==> src/rtl/uart_rx_deserializer.sv <==
// uart_rx_deserializer
//   Oversampled UART receiver. Synchronises the serial line, detects the start
//   bit, recovers 5-8 data bits LSB first, checks optional even/odd parity and
//   one or two stop bits, and holds each frame plus its error flags in a
//   one-entry valid/ready register.
//
//   Build option: define UART_RX_MAJORITY_VOTE_EN to decide each bit by a 2-of-3
//   vote over the samples at counter D-2, D-1 and D (default: the sample at D).
//
// Ports
//   clk_i, reset_i          clock, synchronous active-high reset
//   oversample_tick_i       one-clk pulse, OVERSAMPLING per bit period
//   rx_serial_i             asynchronous serial line, idle high
//   cfg_data_type_i         data bits 5..8 (other values mean 8)
//   cfg_parity_enable_i     parity bit present
//   cfg_parity_type_i       0 even, 1 odd
//   cfg_stop_bits_i         2 = two stop bits, else one
//   rx_data_o               received data, zero-extended
//   rx_parity_o             received parity bit (0 when disabled)
//   rx_*_error_o            status flags qualified by rx_valid_o
//   rx_valid_o/rx_ready_i   holding register handshake
//   rx_busy_o               receiver FSM is not idle
module uart_rx_deserializer #(
    parameter int unsigned DATA_WIDTH   = 8,
    parameter int unsigned OVERSAMPLING = 16
) (
    input  logic                  clk_i,
    input  logic                  reset_i,
    input  logic                  oversample_tick_i,
    input  logic                  rx_serial_i,
    input  logic [3:0]            cfg_data_type_i,
    input  logic                  cfg_parity_enable_i,
    input  logic                  cfg_parity_type_i,
    input  logic [1:0]            cfg_stop_bits_i,
    output logic [DATA_WIDTH-1:0] rx_data_o,
    output logic                  rx_parity_o,
    output logic                  rx_parity_error_o,
    output logic                  rx_framing_error_o,
    output logic                  rx_break_error_o,
    output logic                  rx_overrun_error_o,
    output logic                  rx_valid_o,
    input  logic                  rx_ready_i,
    output logic                  rx_busy_o
);

    localparam int unsigned CntW = $clog2(OVERSAMPLING);
    localparam int unsigned IdxW = (DATA_WIDTH > 1) ? $clog2(DATA_WIDTH) : 1;
    localparam logic [CntW-1:0] StartDec = CntW'(OVERSAMPLING / 2 - 1);
    localparam logic [CntW-1:0] BitDec   = CntW'(OVERSAMPLING - 1);
    localparam logic [3:0]      MaxBits  = 4'(DATA_WIDTH);
    localparam logic [IdxW-1:0] MaxIdx   = IdxW'(DATA_WIDTH - 1);

    typedef enum logic [2:0] {StIdle, StStart, StData, StParity, StStop} state_e;

    state_e                state_q;
    logic                  sync1_q, sync2_q;
    logic                  rx_s;
    logic [CntW-1:0]       cnt_q;
    logic [IdxW-1:0]       bit_idx_q;
    logic [IdxW-1:0]       last_idx_q;
    logic                  stop_idx_q;
    logic [DATA_WIDTH-1:0] shift_q;
    logic                  armed_q;
    logic                  par_en_q, par_type_q, two_stop_q;
    logic                  par_bit_q, par_err_q, ferr_acc_q;

    logic [DATA_WIDTH-1:0] hold_data_q;
    logic                  hold_par_q, hold_perr_q, hold_ferr_q, hold_brk_q, hold_ovr_q;
    logic                  valid_q;

    logic                  sample_bit;
    logic                  tick_dec;
    logic                  exp_parity;
    logic                  last_stop;
    logic                  stop_ferr;
    logic                  frame_done;
    logic                  frame_break;
    logic [IdxW-1:0]       last_idx_d;

    // Two-flop synchroniser, idles high.
    always_ff @(posedge clk_i) begin
        if (reset_i) begin
            sync1_q <= 1'b1;
            sync2_q <= 1'b1;
        end else begin
            sync1_q <= rx_serial_i;
            sync2_q <= sync1_q;
        end
    end
    assign rx_s = sync2_q;

`ifdef UART_RX_MAJORITY_VOTE_EN
    // Synced samples from the two ticks preceding the current one.
    logic [1:0] hist_q;
    always_ff @(posedge clk_i) begin
        if (reset_i) begin
            hist_q <= 2'b11;
        end else if (oversample_tick_i) begin
            hist_q <= {hist_q[0], rx_s};
        end
    end
    assign sample_bit = (hist_q[1] & hist_q[0]) | (hist_q[1] & rx_s) | (hist_q[0] & rx_s);
`else
    assign sample_bit = rx_s;
`endif

    always_comb begin
        tick_dec    = oversample_tick_i && (cnt_q == BitDec);
        // Bits above the configured width stay zero, so a full-width XOR suffices.
        exp_parity  = par_type_q ? ~^shift_q : ^shift_q;
        last_stop   = !two_stop_q || stop_idx_q;
        stop_ferr   = ferr_acc_q | ~sample_bit;
        frame_done  = tick_dec && (state_q == StStop) && last_stop;
        frame_break = (shift_q == '0) && !par_bit_q && stop_ferr;
        if (cfg_data_type_i >= 4'd5 && cfg_data_type_i <= MaxBits) begin
            last_idx_d = IdxW'(cfg_data_type_i - 4'd1);
        end else begin
            last_idx_d = MaxIdx;
        end
    end

    // Receive FSM; all timing advances only on oversample ticks.
    always_ff @(posedge clk_i) begin
        if (reset_i) begin
            state_q    <= StIdle;
            cnt_q      <= '0;
            bit_idx_q  <= '0;
            last_idx_q <= '0;
            stop_idx_q <= 1'b0;
            shift_q    <= '0;
            armed_q    <= 1'b1;
            par_en_q   <= 1'b0;
            par_type_q <= 1'b0;
            two_stop_q <= 1'b0;
            par_bit_q  <= 1'b0;
            par_err_q  <= 1'b0;
            ferr_acc_q <= 1'b0;
        end else if (oversample_tick_i) begin
            unique case (state_q)
                StIdle: begin
                    if (rx_s) begin
                        armed_q <= 1'b1;
                    end else if (armed_q) begin
                        state_q    <= StStart;
                        cnt_q      <= '0;
                        bit_idx_q  <= '0;
                        stop_idx_q <= 1'b0;
                        shift_q    <= '0;
                        par_bit_q  <= 1'b0;
                        par_err_q  <= 1'b0;
                        ferr_acc_q <= 1'b0;
                        last_idx_q <= last_idx_d;
                        par_en_q   <= cfg_parity_enable_i;
                        par_type_q <= cfg_parity_type_i;
                        two_stop_q <= (cfg_stop_bits_i == 2'd2);
                    end
                end
                StStart: begin
                    if (cnt_q == StartDec) begin
                        cnt_q   <= '0;
                        // A high decision means the falling edge was a glitch.
                        state_q <= sample_bit ? StIdle : StData;
                    end else begin
                        cnt_q <= cnt_q + 1'b1;
                    end
                end
                StData: begin
                    if (cnt_q == BitDec) begin
                        cnt_q              <= '0;
                        shift_q[bit_idx_q] <= sample_bit;
                        if (bit_idx_q == last_idx_q) begin
                            state_q <= par_en_q ? StParity : StStop;
                        end else begin
                            bit_idx_q <= bit_idx_q + 1'b1;
                        end
                    end else begin
                        cnt_q <= cnt_q + 1'b1;
                    end
                end
                StParity: begin
                    if (cnt_q == BitDec) begin
                        cnt_q     <= '0;
                        par_bit_q <= sample_bit;
                        par_err_q <= sample_bit ^ exp_parity;
                        state_q   <= StStop;
                    end else begin
                        cnt_q <= cnt_q + 1'b1;
                    end
                end
                StStop: begin
                    if (cnt_q == BitDec) begin
                        cnt_q      <= '0;
                        ferr_acc_q <= stop_ferr;
                        if (last_stop) begin
                            state_q <= StIdle;
                            // A held-low line must return high before the next start.
                            if (stop_ferr) begin
                                armed_q <= 1'b0;
                            end
                        end else begin
                            stop_idx_q <= 1'b1;
                        end
                    end else begin
                        cnt_q <= cnt_q + 1'b1;
                    end
                end
                default: state_q <= StIdle;
            endcase
        end
    end

    // One-entry holding register. A consume in the completion cycle frees the slot.
    always_ff @(posedge clk_i) begin
        if (reset_i) begin
            hold_data_q <= '0;
            hold_par_q  <= 1'b0;
            hold_perr_q <= 1'b0;
            hold_ferr_q <= 1'b0;
            hold_brk_q  <= 1'b0;
            hold_ovr_q  <= 1'b0;
            valid_q     <= 1'b0;
        end else if (frame_done && (!valid_q || rx_ready_i)) begin
            hold_data_q <= shift_q;
            hold_par_q  <= par_bit_q;
            hold_perr_q <= par_err_q;
            hold_ferr_q <= stop_ferr;
            hold_brk_q  <= frame_break;
            hold_ovr_q  <= 1'b0;
            valid_q     <= 1'b1;
        end else if (frame_done) begin
            // Slot still full: drop the new frame and flag the held word.
            hold_ovr_q <= 1'b1;
        end else if (valid_q && rx_ready_i) begin
            valid_q    <= 1'b0;
            hold_ovr_q <= 1'b0;
        end
    end

    assign rx_data_o          = hold_data_q;
    assign rx_parity_o        = hold_par_q;
    assign rx_parity_error_o  = hold_perr_q;
    assign rx_framing_error_o = hold_ferr_q;
    assign rx_break_error_o   = hold_brk_q;
    assign rx_overrun_error_o = hold_ovr_q;
    assign rx_valid_o         = valid_q;
    assign rx_busy_o          = (state_q != StIdle);

endmodule

==> config.mk <==
export PLATFORM = sky130hd
export DESIGN_NAME = uart_rx_deserializer
export DESIGN_NICKNAME = d
export VERILOG_FILES = /design/src/rtl/uart_rx_deserializer.sv
export SDC_FILE = /design/constraint.sdc
export NUM_CORES = 1
export LEC_CHECK = 0
export BUFFER_PORTS_ARGS = -buffer_cell sky130_fd_sc_hd__buf_2
export CORE_MARGIN = 1
export CORE_UTILIZATION = 35
export CTS_CLUSTER_SIZE = 40
export DETAILED_ROUTE_END_ITERATION = 16
export SYNTH_ARGS = -nofsm -noshare
export SYNTH_HDL_FRONTEND = slang
export SYNTH_SLANG_ARGS = --single-unit
==> constraint.sdc <==
create_clock -name clk_i -period 2.3 [get_ports clk_i]
set_clock_uncertainty 0.2 [all_clocks]
set_input_delay 0.345 -clock clk_i [delete_from_list [all_inputs] [get_ports clk_i]]
set_output_delay 0.345 -clock clk_i [all_outputs]
set_load 0.02 [all_outputs]
==> flow_summary_export.csv, run 1 <==
group,metric,value,unit
logic_synthesis,synth_edf_count,0,
clock_network,cts_tree,"done",
layout,final_nets,325,
sta,finalCritPeriodShare,87.14,%
logic_synthesis,synthesis.area,2295,um2
global_routing,grt_overflow,0,
run_status,status,"complete, but fails checks",
layout,n_antenna_cell,0,
clock_network,cts_resized,0,
logic_synthesis,synthTopCellsByArea,"dfxtp_1 (39%), a21oi_1 (5.9%), mux2i_1 (5.7%), nor2_1 (4.7%), ha_1 (4.4%)",
worst_setup_path,r2r_slack,0.30,ns
layout,final_common_cell,"dfxtp_1",
logic_synthesis,avgSynthCellArea,8.254,um2
worst_setup_path,ff2ff_path_depth,6,
power_and_ir_drop,leakage,1.002,nW
sta,finalSetupTns,0,ns
place,io_buffer_count,27,
logic_synthesis,ys_ff_latch,45,
flow_run,cap_violations,0,
clock_network,cts.sinks,45,
floorplanning,start_util,36.14,%
global_routing,grt_usage,15.98,%
logic_synthesis,synthArstFlopShare,0,%
sta,slew_violations,0,
sta,rsz0062_at_grt,"false",
floorplanning,fp.dieH,82.97,um
floorplanning,pin_count,28,
detailed_routing,routed_via_density,5.186,
sta,fin_crit,2.004,ns
power_and_ir_drop,total_power,1.502,mW
logic_synthesis,yosysSeqAreaShare,39.26,%
layout,fin_area,2648,um2
sta,timing.hold.ws,0.02055,ns
sta,finalSetupViolCount,0,
detailed_routing,routedWlPerCell,13.20,um
worst_setup_path,end_kind,"register",
power_and_ir_drop,ir_drop,0.0003666,V
place,hpwl,3678,um
global_routing,grt_start_max_net_pins,19,
detailed_routing,vias,1981,
clock_network,cts_max_path_buffers,2,
logic_synthesis,synthCells,278,
worst_setup_path,crit_path_end,"bit_idx_q[2]$_SDFFE_PP0P_",
clock_network,post_cts_buffers,0,
layout,drive_gt1_share,18.03,%
global_routing,antenna_found_initial,0,
worst_setup_path,critPathMaxFanout,12,
detailed_routing,drt_wl_total,5042,um
clock_network,cts.reportedPaths.clkPinSlew,0.09,ns
layout,final_util,41.69,%
place,pre_cts_ws,0.3168,ns
global_routing,grt_pass1_vias,1854,
layout,regArea,900.9,um2
worst_setup_path,rr_startpoint,"state_q[1]$_SDFFE_PP0P_",
place,routabilityCongestion,0.8207,
detailed_routing,drt_iter0_markers,162,
floorplanning,core,6350,um2
detailed_routing,dr.pass1.iters,10,
sta,tightestPinTransition,0.4442,ns
layout,fill_cells,648,
logic_synthesis,synth_flop_cell,"dfxtp_1",
worst_setup_path,startpoint,"state_q[1]$_SDFFE_PP0P_",
clock_network,insertion_delay,0.31,ns
logic_synthesis,syn_nets,299,
layout,fin_cells,382,
place,numPlacedInstances,374,
layout,layout_common_cells,"dfxtp_1 (45), nor2_1 (29), a21oi_1 (27), buf_2 (27)",
worst_setup_path,r2r-end,"bit_idx_q[2]$_SDFFE_PP0P_",
worst_setup_path,worstPathArrival,2.05,ns
floorplanning,die_area,6884,um2
sta,hold_viol,0,
run_status,violations,"design-rule violations",
power_and_ir_drop,p_per_area,567.5,nW/um2
layout,multi_input_area,1247,um2
hold_path,hold_class,"input port to register",
worst_setup_path,critPathKind,"register to register",
worst_setup_path,critPathLaunchType,"register",
worst_setup_path,required,2.34,ns
detailed_routing,drc,2,
detailed_routing,postRouteAntennaNets,0,
floorplanning,die-width,82.97,um
sta,fmax,499.0,MHz
layout,area_growth,15.38,%
logic_synthesis,ys.warnings.count,0,
logic_synthesis,synth.distinct_cells,43,
clock_network,cts_root_buf,"clkbuf_8",
sta,slew_headroom,70.34,%
clock_network,postCtsHoldBufs,0,
clock_network,htreeDepth,2,
global_routing,grt_pass1_wl,8949,um
logic_synthesis,synth.top_cell.area_share,39.26,%
floorplanning,rows,29,
sta,fin_ws,0.2959,ns
clock_network,cts_made_buffers,5,
logic_synthesis,yosys.area.top_type,"dfxtp_1",
place,place_area,2527,um2
## layer usage
metal	wire (um)	track usage (%)	up-vias	share of wire [%]
met5	0	0	-	0
met4	92	6.897	0	1.8
met3	183	3.181	4	3.6
met2	2156	23.55	37	43
met1	2610	22.63	909	52
li1	-	-	1031	-
## cell usage after synthesis (all sizes together) (2+ instances only)
library cell and n:
nand3 17, buf 5, nand3b 4, ha 8, mux2i 13, xnor2 8, inv 18, or2 4
a31oi 7, o211ai 5, and3 2, nand2 17, a21oi 28, o21ai 16, nor2 29, nor2b 6
nand2b 4, a211oi 4, and4 3, clkbuf 12, dfxtp 45, nor3 5, nor3b 5
## power by group
part	switching, mW	total, mW	internal (mW)
registers	0.00697	0.791	0.785
clock network	0.283	0.636	0.353
logic	0.0460	0.0750	0.0290
## critical path: stages (launching register included)
cell,delay [ns]
dfxtp_1,0.58
buf_4,0.21
nor3b_1,0.38
and4_1,0.28
nor3b_1,0.06
xnor2_1,0.12
nor3_1,0.12
## cells by family after synthesis
family                     count (synthesis)  synth area share, %
buffers and inverters                     35                6.379
and+or+nand+nor                          100                22.68
adders and majority gates                  9                4.798
muxes                                     13                5.670
AOI/OAI and AO/OA                         67                17.78
xor gates and xnor gates                   9                3.435
DFF                                       45                39.26
## flip-flops by register name, indices dropped and copies added, names as in the netlist, 3 cells and up
name / flops
state_q: 3
shift_q: 8
bit_idx_q: 3
rx_data_o: 8
last_idx_q: 3
cnt_q: 4
## worst min path at each step
stage,start,to,slack [ns],depth (start not counted)
6_report,rx_serial_i,sync1_q$_SDFF_PP1_,0.02,2
5_1_grt,rx_serial_i,sync1_q$_SDFF_PP1_,0.02,2
4_1_cts,rx_serial_i,sync1_q$_SDFF_PP1_,0.01,2
3_5_place_dp,sync1_q$_SDFF_PP1_,rx_s$_SDFF_PP1_,0.22,1
3_3_place_gp,sync1_q$_SDFF_PP1_,rx_s$_SDFF_PP1_,0.20,1
2_1_floorplan,sync1_q$_SDFF_PP1_,rx_s$_SDFF_PP1_,0.19,1
## cell type report
class / instances / share of cell area (%)
Inverter: 18 / 2.552
Sequential cell: 45 / 34.03
Tap cell: 77 / 3.639
Timing Repair Buffer: 36 / 8.129
Multi-Input combinational cell: 198 / 47.12
Clock buffer: 6 / 3.119
Clock inverter: 2 / 1.418
(Power assumes the default switching activity.)
==> run 2, diff against run 1 <==
- CAP_MARGIN: default -> 5
- CORE_ASPECT_RATIO: default -> 1.4
- clock period: 2.3 -> 2.5 ns (I/O delays scaled with it)
==> flow_summary_export.csv, run 2 (same netlist as run 1, synthesis figures left out) <==
group,metric,value,unit
run_status,status,"completed",
worst_setup_path,required,2.52,ns
layout,regArea,900.9,um2
global_routing,grt_pass1_wl,8569,um
floorplanning,pin_count,28,
global_routing,antenna_found_initial,0,
layout,final_common_cell,"dfxtp_1",
clock_network,cts_max_path_buffers,2,
detailed_routing,drc,0,
power_and_ir_drop,p_per_area,498.4,nW/um2
worst_setup_path,critPathMaxFanout,13,
place,routabilityCongestion,0.8523,
detailed_routing,routedWlPerCell,13.34,um
detailed_routing,postRouteAntennaNets,0,
clock_network,cts.reportedPaths.clkPinSlew,0.09,ns
detailed_routing,routed_via_density,5.228,
sta,slew_violations,0,
sta,fmax,439.7,MHz
sta,timing.hold.ws,0.05374,ns
detailed_routing,drt_iter0_markers,78,
sta,finalSetupTns,0,ns
worst_setup_path,critPathKind,"register to register",
hold_path,hold_class,"input port to register",
layout,layout_common_cells,"dfxtp_1 (45), nor2_1 (29), a21oi_1 (27), buf_2 (27)",
sta,slew_headroom,39.59,%
clock_network,cts_resized,0,
clock_network,cts.sinks,45,
global_routing,grt_start_max_net_pins,29,
sta,fin_crit,2.274,ns
power_and_ir_drop,leakage,0.9677,nW
power_and_ir_drop,total_power,1.280,mW
worst_setup_path,worstPathArrival,2.30,ns
detailed_routing,vias,1945,
detailed_routing,dr.pass1.iters,4,
sta,finalCritPeriodShare,90.96,%
floorplanning,start_util,36.69,%
floorplanning,fp.dieH,97.81,um
clock_network,cts_tree,"done",
power_and_ir_drop,ir_drop,0.0001893,V
floorplanning,die_area,6888,um2
floorplanning,die-width,70.43,um
sta,finalSetupViolCount,0,
sta,hold_viol,0,
clock_network,cts_made_buffers,5,
place,io_buffer_count,27,
layout,multi_input_area,1247,um2
global_routing,grt_pass1_vias,1849,
clock_network,htreeDepth,2,
layout,area_growth,11.89,%
sta,rsz0062_at_grt,"false",
sta,tightestPinTransition,0.9022,ns
worst_setup_path,end_kind,"register",
global_routing,grt_usage,15.41,%
floorplanning,rows,34,
flow_run,cap_violations,0,
clock_network,postCtsHoldBufs,0,
clock_network,post_cts_buffers,0,
clock_network,cts_root_buf,"clkbuf_8",
layout,final_nets,320,
global_routing,grt_overflow,0,
clock_network,insertion_delay,0.30,ns
floorplanning,core,6254,um2
layout,drive_gt1_share,16.67,%
layout,n_antenna_cell,0,
detailed_routing,drt_wl_total,4962,um
worst_setup_path,critPathLaunchType,"register",
place,hpwl,3614,um
layout,fill_cells,629,
-- run 2: power breakdown --
part           switching [mW]  internal [mW]  total [mW]
logic                  0.0422         0.0251      0.0673
clock network           0.260          0.224       0.484
registers             0.00624          0.722       0.728
-- run 2: per-layer routing --
metal  GRT usage [%]  routed length, um
met1           18.83               2249
met2           26.52               2528
met3           2.477                114
met4           6.308                 70
met5               0                  0
-- run 2: final cells by class --
type / count / share of cell area, %
Timing Repair Buffer: 31 / 6.433
Sequential cell: 45 / 35.09
Tap cell: 72 / 3.509
Inverter: 18 / 2.632
Clock inverter: 2 / 0.5361
Clock buffer: 6 / 3.216
Multi-Input combinational cell: 198 / 48.59
-- run 2: worst paths after layout --
kind	start	endpoint	slack, ns	depth (start not counted)
worst max-delay path	cnt_q[0]$_SDFFE_PP0P_	bit_idx_q[2]$_SDFFE_PP0P_	0.23	6
worst min-delay path	rx_serial_i	sync1_q$_SDFF_PP1_	0.05	2
worst max register to register	cnt_q[0]$_SDFFE_PP0P_	bit_idx_q[2]$_SDFFE_PP0P_	0.23	6
worst min register to register	sync1_q$_SDFF_PP1_	rx_s$_SDFF_PP1_	0.22	1
-- run 2: stage by stage --
stage	utilization (%)	setup WS, ns	instance area, um2	std cells
5_1_grt	41.06	0.07707	2567	372
3_5_place_dp	39.52	0.2565	2471	364
3_3_place_gp	39.52	0.3019	2471	364
6_report	41.06	0.2259	2567	372
4_1_cts	41.06	0.2437	2567	372
2_1_floorplan	-	0.5464	2295	278
-- run 2: worst max-delay path, stage by stage, from the launching register on --
cell,delay [ns]
dfxtp_1,0.34
ha_1,0.25
and4_1,0.22
o211ai_1,0.73
nor3b_1,0.15
xnor2_1,0.17
nor3_1,0.14
